<file path="config.mk">
export PLATFORM = sky130hd
export DESIGN_NAME = sarray_feed_ctrl_flat
export DESIGN_NICKNAME = d
export VERILOG_FILES = /design/src/rtl/sarray_feed_ctrl_if.sv /design/src/rtl/sarray_feed_ctrl.sv /design/src/flat_wrapper.sv
export SDC_FILE = /design/constraint.sdc
export NUM_CORES = 1
export LEC_CHECK = 0
export ABC_AREA = 1
export ABC_CLOCK_PERIOD_IN_PS = 2850
export CORE_AREA = 5 5 416 418
export CTS_CLUSTER_SIZE = 30
export DETAILED_ROUTE_END_ITERATION = 6
export DIE_AREA = 0 0 421 423
export SYNTH_ARGS = -nofsm -noshare
export SYNTH_HDL_FRONTEND = slang
export SYNTH_SLANG_ARGS = --single-unit
</file>
<file path="constraint.sdc">
create_clock -name clk -period 2.85 [get_ports clk]
set_clock_uncertainty 0.2 [all_clocks]
set_input_delay 0.285 -clock clk [delete_from_list [all_inputs] [get_ports clk]]
set_output_delay 0.285 -clock clk [all_outputs]
set_load 0.01 [all_outputs]
</file>
<file path="src/rtl/sarray_feed_ctrl_if.sv">
// Handshake and bank-feed signal bundle for sarray_feed_ctrl.
// slave is the sequencer's view; master is the issue logic / operand buffer / bank side.
interface sarray_feed_ctrl_if #(
   parameter int LOAD_WIDTH = 256,
   parameter int CNT_WIDTH  = 8,
   parameter int PREC_WIDTH = 2
);
   logic                  cmd_valid_i;
   logic                  cmd_ready_o;
   logic [CNT_WIDTH-1:0]  cmd_k_i;
   logic                  cmd_type_i;
   logic [PREC_WIDTH-1:0] cmd_precision_i;
   logic                  cmd_acc_i;

   logic                  a_valid_i;
   logic                  a_ready_o;
   logic [LOAD_WIDTH-1:0] a_data_i;
   logic                  b_valid_i;
   logic                  b_ready_o;
   logic [LOAD_WIDTH-1:0] b_data_i;

   logic                  left_valid_o;
   logic [CNT_WIDTH-1:0]  left_cnt_o;
   logic                  left_type_o;
   logic [PREC_WIDTH-1:0] left_precision_o;
   logic                  left_acc_o;
   logic [LOAD_WIDTH-1:0] left_data_o;
   logic                  top_valid_o;
   logic [CNT_WIDTH-1:0]  top_cnt_o;
   logic [LOAD_WIDTH-1:0] top_data_o;

   logic                  busy_o;
   logic                  done_o;

   modport slave (
      input  cmd_valid_i, cmd_k_i, cmd_type_i, cmd_precision_i, cmd_acc_i,
      input  a_valid_i, a_data_i, b_valid_i, b_data_i,
      output cmd_ready_o, a_ready_o, b_ready_o,
      output left_valid_o, left_cnt_o, left_type_o, left_precision_o, left_acc_o, left_data_o,
      output top_valid_o, top_cnt_o, top_data_o,
      output busy_o, done_o
   );

   modport master (
      output cmd_valid_i, cmd_k_i, cmd_type_i, cmd_precision_i, cmd_acc_i,
      output a_valid_i, a_data_i, b_valid_i, b_data_i,
      input  cmd_ready_o, a_ready_o, b_ready_o,
      input  left_valid_o, left_cnt_o, left_type_o, left_precision_o, left_acc_o, left_data_o,
      input  top_valid_o, top_cnt_o, top_data_o,
      input  busy_o, done_o
   );
endinterface

</file>
<file path="src/rtl/sarray_feed_ctrl.sv">
// TMMA feed sequencer: pulls K joint A/B row beats into the left/top skew banks,
// waits a fixed drain period, then pulses done.
module sarray_feed_ctrl #(
   parameter int SARRAY_H     = 8,
   parameter int LOAD_WIDTH   = 256,
   parameter int CNT_WIDTH    = 8,
   parameter int PREC_WIDTH   = 2,
   parameter int DRAIN_CYCLES = 16
) (
   input  logic               clk,
   input  logic               rst,
   sarray_feed_ctrl_if.slave  bus
);
   localparam int LANE_W  = LOAD_WIDTH / SARRAY_H;
   localparam int DRAIN_W = (DRAIN_CYCLES > 1) ? $clog2(DRAIN_CYCLES) : 1;

   typedef enum logic [1:0] {S_IDLE, S_FEED, S_DRAIN, S_DONE} state_e;

   state_e                           state_q, state_d;
   logic [CNT_WIDTH-1:0]             k_q, k_d;
   logic [CNT_WIDTH-1:0]             idx_q, idx_d;
   logic [DRAIN_W-1:0]               drain_q, drain_d;
   logic                             type_q, type_d;
   logic [PREC_WIDTH-1:0]            prec_q, prec_d;
   logic                             acc_q, acc_d;
   logic                             valid_q, valid_d;
   logic [CNT_WIDTH-1:0]             cnt_q, cnt_d;
   logic [SARRAY_H-1:0][LANE_W-1:0]  left_q, left_d;
   logic [SARRAY_H-1:0][LANE_W-1:0]  top_q, top_d;

   logic fire;
   logic last_beat;

   // Operand streams are consumed only as a pair.
   assign fire      = (state_q == S_FEED) && bus.a_valid_i && bus.b_valid_i;
   assign last_beat = (idx_q == k_q - CNT_WIDTH'(1));

   always_ff @(posedge clk) begin
      if (rst) begin
         state_q <= S_IDLE;
         k_q     <= '0;
         idx_q   <= '0;
         drain_q <= '0;
         type_q  <= 1'b0;
         prec_q  <= '0;
         acc_q   <= 1'b0;
         valid_q <= 1'b0;
         cnt_q   <= '0;
         left_q  <= '0;
         top_q   <= '0;
      end else begin
         state_q <= state_d;
         k_q     <= k_d;
         idx_q   <= idx_d;
         drain_q <= drain_d;
         type_q  <= type_d;
         prec_q  <= prec_d;
         acc_q   <= acc_d;
         valid_q <= valid_d;
         cnt_q   <= cnt_d;
         left_q  <= left_d;
         top_q   <= top_d;
      end
   end

   always_comb begin
      state_d = state_q;
      k_d     = k_q;
      idx_d   = idx_q;
      drain_d = drain_q;
      type_d  = type_q;
      prec_d  = prec_q;
      acc_d   = acc_q;
      case (state_q)
         S_IDLE: begin
            if (bus.cmd_valid_i) begin
               type_d  = bus.cmd_type_i;
               prec_d  = bus.cmd_precision_i;
               acc_d   = bus.cmd_acc_i;
               k_d     = bus.cmd_k_i;
               idx_d   = '0;
               // An empty command skips both feed and drain.
               state_d = (bus.cmd_k_i != '0) ? S_FEED : S_DONE;
            end
         end
         S_FEED: begin
            if (fire) begin
               idx_d = idx_q + CNT_WIDTH'(1);
               if (last_beat) begin
                  state_d = S_DRAIN;
                  drain_d = DRAIN_W'(DRAIN_CYCLES - 1);
               end
            end
         end
         S_DRAIN: begin
            if (drain_q == '0) begin
               state_d = S_DONE;
            end else begin
               drain_d = drain_q - DRAIN_W'(1);
            end
         end
         S_DONE:  state_d = S_IDLE;
         default: state_d = S_IDLE;
      endcase
   end

   // Beat register: data holds between fires, valid does not.
   always_comb begin
      valid_d = fire;
      cnt_d   = fire ? idx_q : cnt_q;
      left_d  = fire ? bus.a_data_i : left_q;
      top_d   = fire ? bus.b_data_i : top_q;
   end

   always_comb begin
      bus.cmd_ready_o      = (state_q == S_IDLE);
      bus.a_ready_o        = (state_q == S_FEED) && bus.b_valid_i;
      bus.b_ready_o        = (state_q == S_FEED) && bus.a_valid_i;
      bus.busy_o           = (state_q != S_IDLE);
      bus.done_o           = (state_q == S_DONE);
      bus.left_valid_o     = valid_q;
      bus.left_cnt_o       = cnt_q;
      bus.left_type_o      = type_q;
      bus.left_precision_o = prec_q;
      bus.left_acc_o       = acc_q;
      bus.left_data_o      = left_q;
      bus.top_valid_o      = valid_q;
      bus.top_cnt_o        = cnt_q;
      bus.top_data_o       = top_q;
   end
endmodule
</file>
<file path="src/flat_wrapper.sv">
// flat-port wrapper written by rule: the top's interface ports become plain ports
module sarray_feed_ctrl_flat 
#(
   parameter int SARRAY_H     = 8,
   parameter int LOAD_WIDTH   = 256,
   parameter int CNT_WIDTH    = 8,
   parameter int PREC_WIDTH   = 2,
   parameter int DRAIN_CYCLES = 16
)
  (clk, rst, bus_cmd_valid_i, bus_cmd_k_i, bus_cmd_type_i, bus_cmd_precision_i, bus_cmd_acc_i, bus_a_valid_i, bus_a_data_i, bus_b_valid_i, bus_b_data_i, bus_cmd_ready_o, bus_a_ready_o, bus_b_ready_o, bus_left_valid_o, bus_left_cnt_o, bus_left_type_o, bus_left_precision_o, bus_left_acc_o, bus_left_data_o, bus_top_valid_o, bus_top_cnt_o, bus_top_data_o, bus_busy_o, bus_done_o);
  sarray_feed_ctrl_if #(.LOAD_WIDTH(LOAD_WIDTH), .CNT_WIDTH(CNT_WIDTH), .PREC_WIDTH(PREC_WIDTH)) bus_i ();
  input  logic clk;
  input  logic rst;
  input wire logic [$bits(bus_i.cmd_valid_i)-1:0] bus_cmd_valid_i;
  input wire logic [$bits(bus_i.cmd_k_i)-1:0] bus_cmd_k_i;
  input wire logic [$bits(bus_i.cmd_type_i)-1:0] bus_cmd_type_i;
  input wire logic [$bits(bus_i.cmd_precision_i)-1:0] bus_cmd_precision_i;
  input wire logic [$bits(bus_i.cmd_acc_i)-1:0] bus_cmd_acc_i;
  input wire logic [$bits(bus_i.a_valid_i)-1:0] bus_a_valid_i;
  input wire logic [$bits(bus_i.a_data_i)-1:0] bus_a_data_i;
  input wire logic [$bits(bus_i.b_valid_i)-1:0] bus_b_valid_i;
  input wire logic [$bits(bus_i.b_data_i)-1:0] bus_b_data_i;
  output wire logic [$bits(bus_i.cmd_ready_o)-1:0] bus_cmd_ready_o;
  output wire logic [$bits(bus_i.a_ready_o)-1:0] bus_a_ready_o;
  output wire logic [$bits(bus_i.b_ready_o)-1:0] bus_b_ready_o;
  output wire logic [$bits(bus_i.left_valid_o)-1:0] bus_left_valid_o;
  output wire logic [$bits(bus_i.left_cnt_o)-1:0] bus_left_cnt_o;
  output wire logic [$bits(bus_i.left_type_o)-1:0] bus_left_type_o;
  output wire logic [$bits(bus_i.left_precision_o)-1:0] bus_left_precision_o;
  output wire logic [$bits(bus_i.left_acc_o)-1:0] bus_left_acc_o;
  output wire logic [$bits(bus_i.left_data_o)-1:0] bus_left_data_o;
  output wire logic [$bits(bus_i.top_valid_o)-1:0] bus_top_valid_o;
  output wire logic [$bits(bus_i.top_cnt_o)-1:0] bus_top_cnt_o;
  output wire logic [$bits(bus_i.top_data_o)-1:0] bus_top_data_o;
  output wire logic [$bits(bus_i.busy_o)-1:0] bus_busy_o;
  output wire logic [$bits(bus_i.done_o)-1:0] bus_done_o;
  assign bus_i.cmd_valid_i = bus_cmd_valid_i;
  assign bus_i.cmd_k_i = bus_cmd_k_i;
  assign bus_i.cmd_type_i = bus_cmd_type_i;
  assign bus_i.cmd_precision_i = bus_cmd_precision_i;
  assign bus_i.cmd_acc_i = bus_cmd_acc_i;
  assign bus_i.a_valid_i = bus_a_valid_i;
  assign bus_i.a_data_i = bus_a_data_i;
  assign bus_i.b_valid_i = bus_b_valid_i;
  assign bus_i.b_data_i = bus_b_data_i;
  assign bus_cmd_ready_o = bus_i.cmd_ready_o;
  assign bus_a_ready_o = bus_i.a_ready_o;
  assign bus_b_ready_o = bus_i.b_ready_o;
  assign bus_left_valid_o = bus_i.left_valid_o;
  assign bus_left_cnt_o = bus_i.left_cnt_o;
  assign bus_left_type_o = bus_i.left_type_o;
  assign bus_left_precision_o = bus_i.left_precision_o;
  assign bus_left_acc_o = bus_i.left_acc_o;
  assign bus_left_data_o = bus_i.left_data_o;
  assign bus_top_valid_o = bus_i.top_valid_o;
  assign bus_top_cnt_o = bus_i.top_cnt_o;
  assign bus_top_data_o = bus_i.top_data_o;
  assign bus_busy_o = bus_i.busy_o;
  assign bus_done_o = bus_i.done_o;
  sarray_feed_ctrl #(.SARRAY_H(SARRAY_H), .LOAD_WIDTH(LOAD_WIDTH), .CNT_WIDTH(CNT_WIDTH), .PREC_WIDTH(PREC_WIDTH), .DRAIN_CYCLES(DRAIN_CYCLES)) u_core (.clk(clk), .rst(rst), .bus(bus_i));
endmodule
</file>
**Word level (Yosys, flattened, before mapping)**

Cells that the tools add are included.

- Add/sub/neg operators: 3
- Equality and inequality tests: 9
- Muxes and demuxes: 13
- Reductions and logical operators: 13

Operators by type and width:

| cell | number |
|---|---|
| $mux 8 | 2 |
| $pmux 8 s2 | 1 |
| $mux 4 | 3 |
| $mux 2 | 5 |
| $add 8x1->8 const B | 1 |
| $eq 8x8->1 | 1 |
| $pmux 2 s4 | 1 |
| $pmux 4 s2 | 1 |
| $reduce_and 4->1 | 2 |
| $reduce_bool 8->1 | 1 |
| $sub 8x1->8 const B | 1 |
| $ne 2x1->1 const B | 3 |
| $reduce_bool 2->1 | 3 |
| $eq 2x2->1 const B | 2 |
| $logic_not 4->1 | 1 |
| $ne 2x2->1 const B | 2 |
| $sub 4x1->4 const B | 1 |
| $logic_and 1x1->1 | 3 |
| $reduce_and 3->1 | 1 |
| $eq 2x1->1 const B | 1 |
| $logic_not 2->1 | 1 |
| $reduce_and 2->1 | 1 |

- Register bits: 547
- Word-level logic and storage cells: 63
- Input port bits: 529
- Output and inout port bits: 539

**Longest topological paths before layout**

- Depth after elaboration: 5
- Mapped depth: 14
- Gate-level depth less buffers: 14

**Worst setup path after synthesis**

OpenSTA, ideal clock, no wires.

- Path type: register to register
- Start point: register u_core.state_q[1]
- End point: register u_core.left_q, in the netlist u_core.bus.left_data_o[104]
- Cell stages (with the launch flop): 11
- Buffers on the path: 3
- Setup time: 0.064 ns
- Data required time: 2.586 ns
- Clock period less this slack: 1.992 ns
- Arrival: 1.727 ns
- Slack: 0.858 ns
- Cells stage by stage: dfxtp_1 inv_1 ha_1 nand2_1 inv_2 nand2_1 buf_2 clkbuf_1 clkbuf_1 nor2_1 nor2_1

- Word-level cells in the longest chain between the ends: 3

RTL lines:

| element | line | text |
|---|---|---|
| from (decl) | sarray_feed_ctrl.sv:19 | `state_e state_q, state_d;` |
| from (signal assigned) | sarray_feed_ctrl.sv:52 | `state_q <= state_d;` |
| $eq 2x1->1 | sarray_feed_ctrl.sv:35 | `assign fire = (state_q == S_FEED) && bus.a_valid_i && bus.b_valid_i;` |
| $logic_and 1x1->1 (2 in a row) | sarray_feed_ctrl.sv:35 |  |
| to (signal assigned) | sarray_feed_ctrl.sv:61 | `left_q <= left_d;` |
| to (decl) | sarray_feed_ctrl.sv:28 | `logic [SARRAY_H-1:0][LANE_W-1:0] left_q, left_d;` |

No other way between the ends.
A chain may end at the register's enable or synchronous reset.

**Worst setup path in the final report**

- Start point: register u_core.state_q[0]
- End point: output bus_busy_o

- Word-level cells in the longest chain between the ends: 1

RTL lines:

| element | line | text |
|---|---|---|
| $reduce_bool 2->1 | sarray_feed_ctrl.sv:119 | `bus.busy_o = (state_q != S_IDLE);` |
| to (decl) | flat_wrapper.sv:35 | `output wire logic [$bits(bus_i.busy_o)-1:0] bus_busy_o;` |

No other way between the ends.

==> run_results.csv <==
group,metric,value,unit
die,die_width,421,µm
finish,layout-drive-gt1-share,4.85,%
global_routing,gr-total-overflow,0,
clocking,cts_root_buf,"clkbuf_16",
global_routing,grt_pass1_vias,23200,
pwr,p_leak,15.6,nW
finish,fin_nets,4465,
die,start_util,11.4,%
setup_path,r2r_slack,0.54,ns
finish,syn_to_final_growth,104,%
die,ios,1068,
hold_path,worstHoldPathCells,3,
global_routing,grt_start_max_net_pins,136,
drt,wl_per_cell,22.3,µm
drt,via_per_inst,3.70,
die,core,0.169,mm²
drt,dr.pass1.iters,5,
timing,final_hold_viol_count,0,
logic_synthesis,synth_cells,2499,
drt,route.antenna.remaining_nets,0,
timing,tightest_slew,0.615,ns
pwr,combPwrFrac,26.9,%
logic_synthesis,ys_warn_count,0,
setup_path,r2r-end,"u_core.bus.left_data_o[144]",
job,cap_viol_max_count,0,
place,place_congestion,0.898,
pwr,seq_power_share,36.3,%
place,dp_cells,5662,
drt,totalWireLength,139,mm
timing,rsz0062_at_grt,"no",
timing,post-route-period-util,90.7,%
clocking,clk_latency,0.67,ns
timing,relSlewSlack,59.0,%
hold_path,worstHoldPathType,"input port to flip-flop",
timing,finalSetupTns,0,ns
timing,setup_viol,0,
drt,drc,0,
timing,final_max_slew_viol_count,0,
pwr,power.switching,8.05,mW
setup_path,crit_type,"flip-flop to output port",
logic_synthesis,synth.top_cell.area_share,57.0,%
setup_path,rr_startpoint,"u_core.state_q[1]",
logic_synthesis,yosysTopAreaCell,"dfxtp_1",
logic_synthesis,yosysSeqAreaShare,57.0,%
clocking,cts_made_buffers,74,
timing,layout_min_cycle_time,2.59,ns
hold_path,min_to,"u_core.bus.left_data_o[172]",
clocking,htree_num_levels,3,
clocking,clk_pin_slew,0.06,ns
logic_synthesis,synth_area_leaders,"dfxtp_1, nor2_1, o21ai_0",
drt,dr.first_iter.drc_count,1578,
place,port_buffers,1067,
die,die_area,0.178,mm²
place,dpl.hpwl,111,mm
status,status,"complete, no violations",
die,fp.dieH,423,µm
clocking,clockBufferDepth,3,
logic_synthesis,synth_cell_types,23,
hold_path,worstHoldStart,"bus_a_data_i[172]",
pwr,pwr-share-clk,36.8,%
setup_path,cp.required,2.37,ns
setup_path,start_kind,"flip-flop",
clocking,cts_tree,"done",
setup_path,rr_worst_depth,10,
pwr,p_per_area,653,mW/mm²
pwr,p_sw_share,31.5,%
drt,num_vias,23000,
pwr,internal_power,17.5,mW
logic_synthesis,synth.ff_latch_count,547,
clocking,clkSinkCount,547,
logic_synthesis,synth_area,0.0192,mm²
logic_synthesis,syn_avg_cell_area,7.69,µm²
timing,maxClockFrequency,387,MHz
global_routing,antenna_found_initial,68,
setup_path,cp.arrival,2.10,ns
global_routing,grt_pass1_wl,187,mm
setup_path,endpoint_kind,"output port",
pwr,ir_worst_vdd,0.000408,V
global_routing,gr-usage-all-layers,14.9,%
finish,fin_cells,6218,
setup_path,path_max_fanout,5,
die,rows,151,
logic_synthesis,synth_fp_nets,3035,
timing repair:
item,CTS,global route
hold buffers,409,0
endpoints found under the setup margin,0,1
setup buffers,0,0
hold endpoints to repair,409,0
gates resized for setup,0,1
layout make-up:
class / instances / area [µm²]
antenna: 21 / 52.6
clock buffer: 97 / 2110
clock inverter: 29 / 313
fill: 18200 / 130000
inverter: 35 / 139
multi-input combinational: 1730 / 7360
sequential: 547 / 11000
tap: 2218 / 2780
timing repair buffer: 1541 / 15400
Yosys cell counts, drive strengths merged:
cell type,number
nor3,5
clkbuf,139
o21ai,536
xor2,4
inv,35
or2,3
nor4,2
buf,48
ha,7
dfxtp,547
xnor2,1
nand3,22
a211oi,1
a21oi,26
nand2,63
nor2,1059
nor3b,1
placed cells by master, fill, tap and decap left out, types with 3 or more instances in the layout:
master,count
a21oi_1,26
buf_12,15
buf_4,50
bufinv_16,3
clkbuf_1,8
clkbuf_16,76
clkbuf_8,13
clkdlybuf4s50_1,1067
clkinv_2,10
clkinv_4,5
clkinvlp_4,5
dfxtp_1,547
diode_2,21
dlygate4sd3_1,409
ha_1,7
inv_1,32
nand2_1,61
nand3_1,22
nor2_1,1058
nor3_1,4
o21ai_0,536
or2_2,3
xor2_1,4
cell families after synthesis:
family	Yosys count	share of synthesized area, %
buffers and inverters	222	4.74
flip-flops	547	57.0
XOR/XNOR	5	0.228
AND/OR/NAND/NOR	1155	22.9
AO/OA/AOI/OAI	563	14.7
adder cells (fa/ha/maj)	7	0.456
sequential cells by signal (all words and copies together), names as in the netlist:
register	count
u_core.bus.left_valid_o	1
u_core.bus.left_acc_o	1
u_core.bus.top_data_o	256
u_core.k_q	8
u_core.bus.left_precision_o	2
u_core.bus.left_cnt_o	8
u_core.drain_q	4
u_core.bus.left_type_o	1
u_core.state_q	2
u_core.idx_q	8
u_core.bus.left_data_o	256
power groups by stage:
stage                     combinational [mW]  clock, mW  sequential [mW]
final                                   6.86       9.41             9.28
after global routing                    7.43       9.99             9.38
after CTS                               6.93       9.75             9.26
after detailed placement                6.33          0             9.39
after global placement                  6.31          0             9.37
after floorplan                         1.80          0             9.71
worst max-delay path by stage:
stage	startpoint	endpoint	slack (ns)	cells after the start
3_5_place_dp	bus_a_valid_i	u_core.bus.left_data_o[153]	0.39	7
5_1_grt	u_core.state_q[0]	bus_busy_o	0.05	4
4_1_cts	u_core.state_q[0]	bus_busy_o	0.07	4
2_1_floorplan	u_core.state_q[1]	u_core.bus.left_data_o[104]	0.86	10
3_3_place_gp	bus_a_valid_i	u_core.bus.left_data_o[144]	0.44	7
6_report	u_core.state_q[0]	bus_busy_o	0.26	4
stage by stage:
stage	util (%)	area [µm²]	setup slack, ns	hold slack (ns)	power, mW
finish	23.2	39200	0.265	0.0867	25.5
detailed placement	19.3	32600	0.385	0.252	15.7
floorplan	-	19200	0.858	0.220	11.5
CTS	23.2	39100	0.0710	0.00183	25.9
global placement	19.3	32600	0.437	0.258	15.7
global route	23.2	39100	0.0465	0.0310	26.8
per-layer routing:
| metal | track usage (%) | vias up | wire length, µm |
|---|---|---|---|
| li1 | - | 10900 | - |
| met1 | 16.0 | 10800 | 50900 |
| met2 | 24.3 | 1028 | 64300 |
| met3 | 8.37 | 282 | 17800 |
| met4 | 5.68 | 4 | 5820 |
| met5 | 0 | - | 29 |
worst max-delay path, cell delays in order (launching register included):
cell             delay, ns
dfxtp_1               0.39
inv_1                 0.08
ha_1                  0.29
inv_2                 0.13
clkdlybuf4s50_1       0.56
Power figures use the tool's default switching activity.
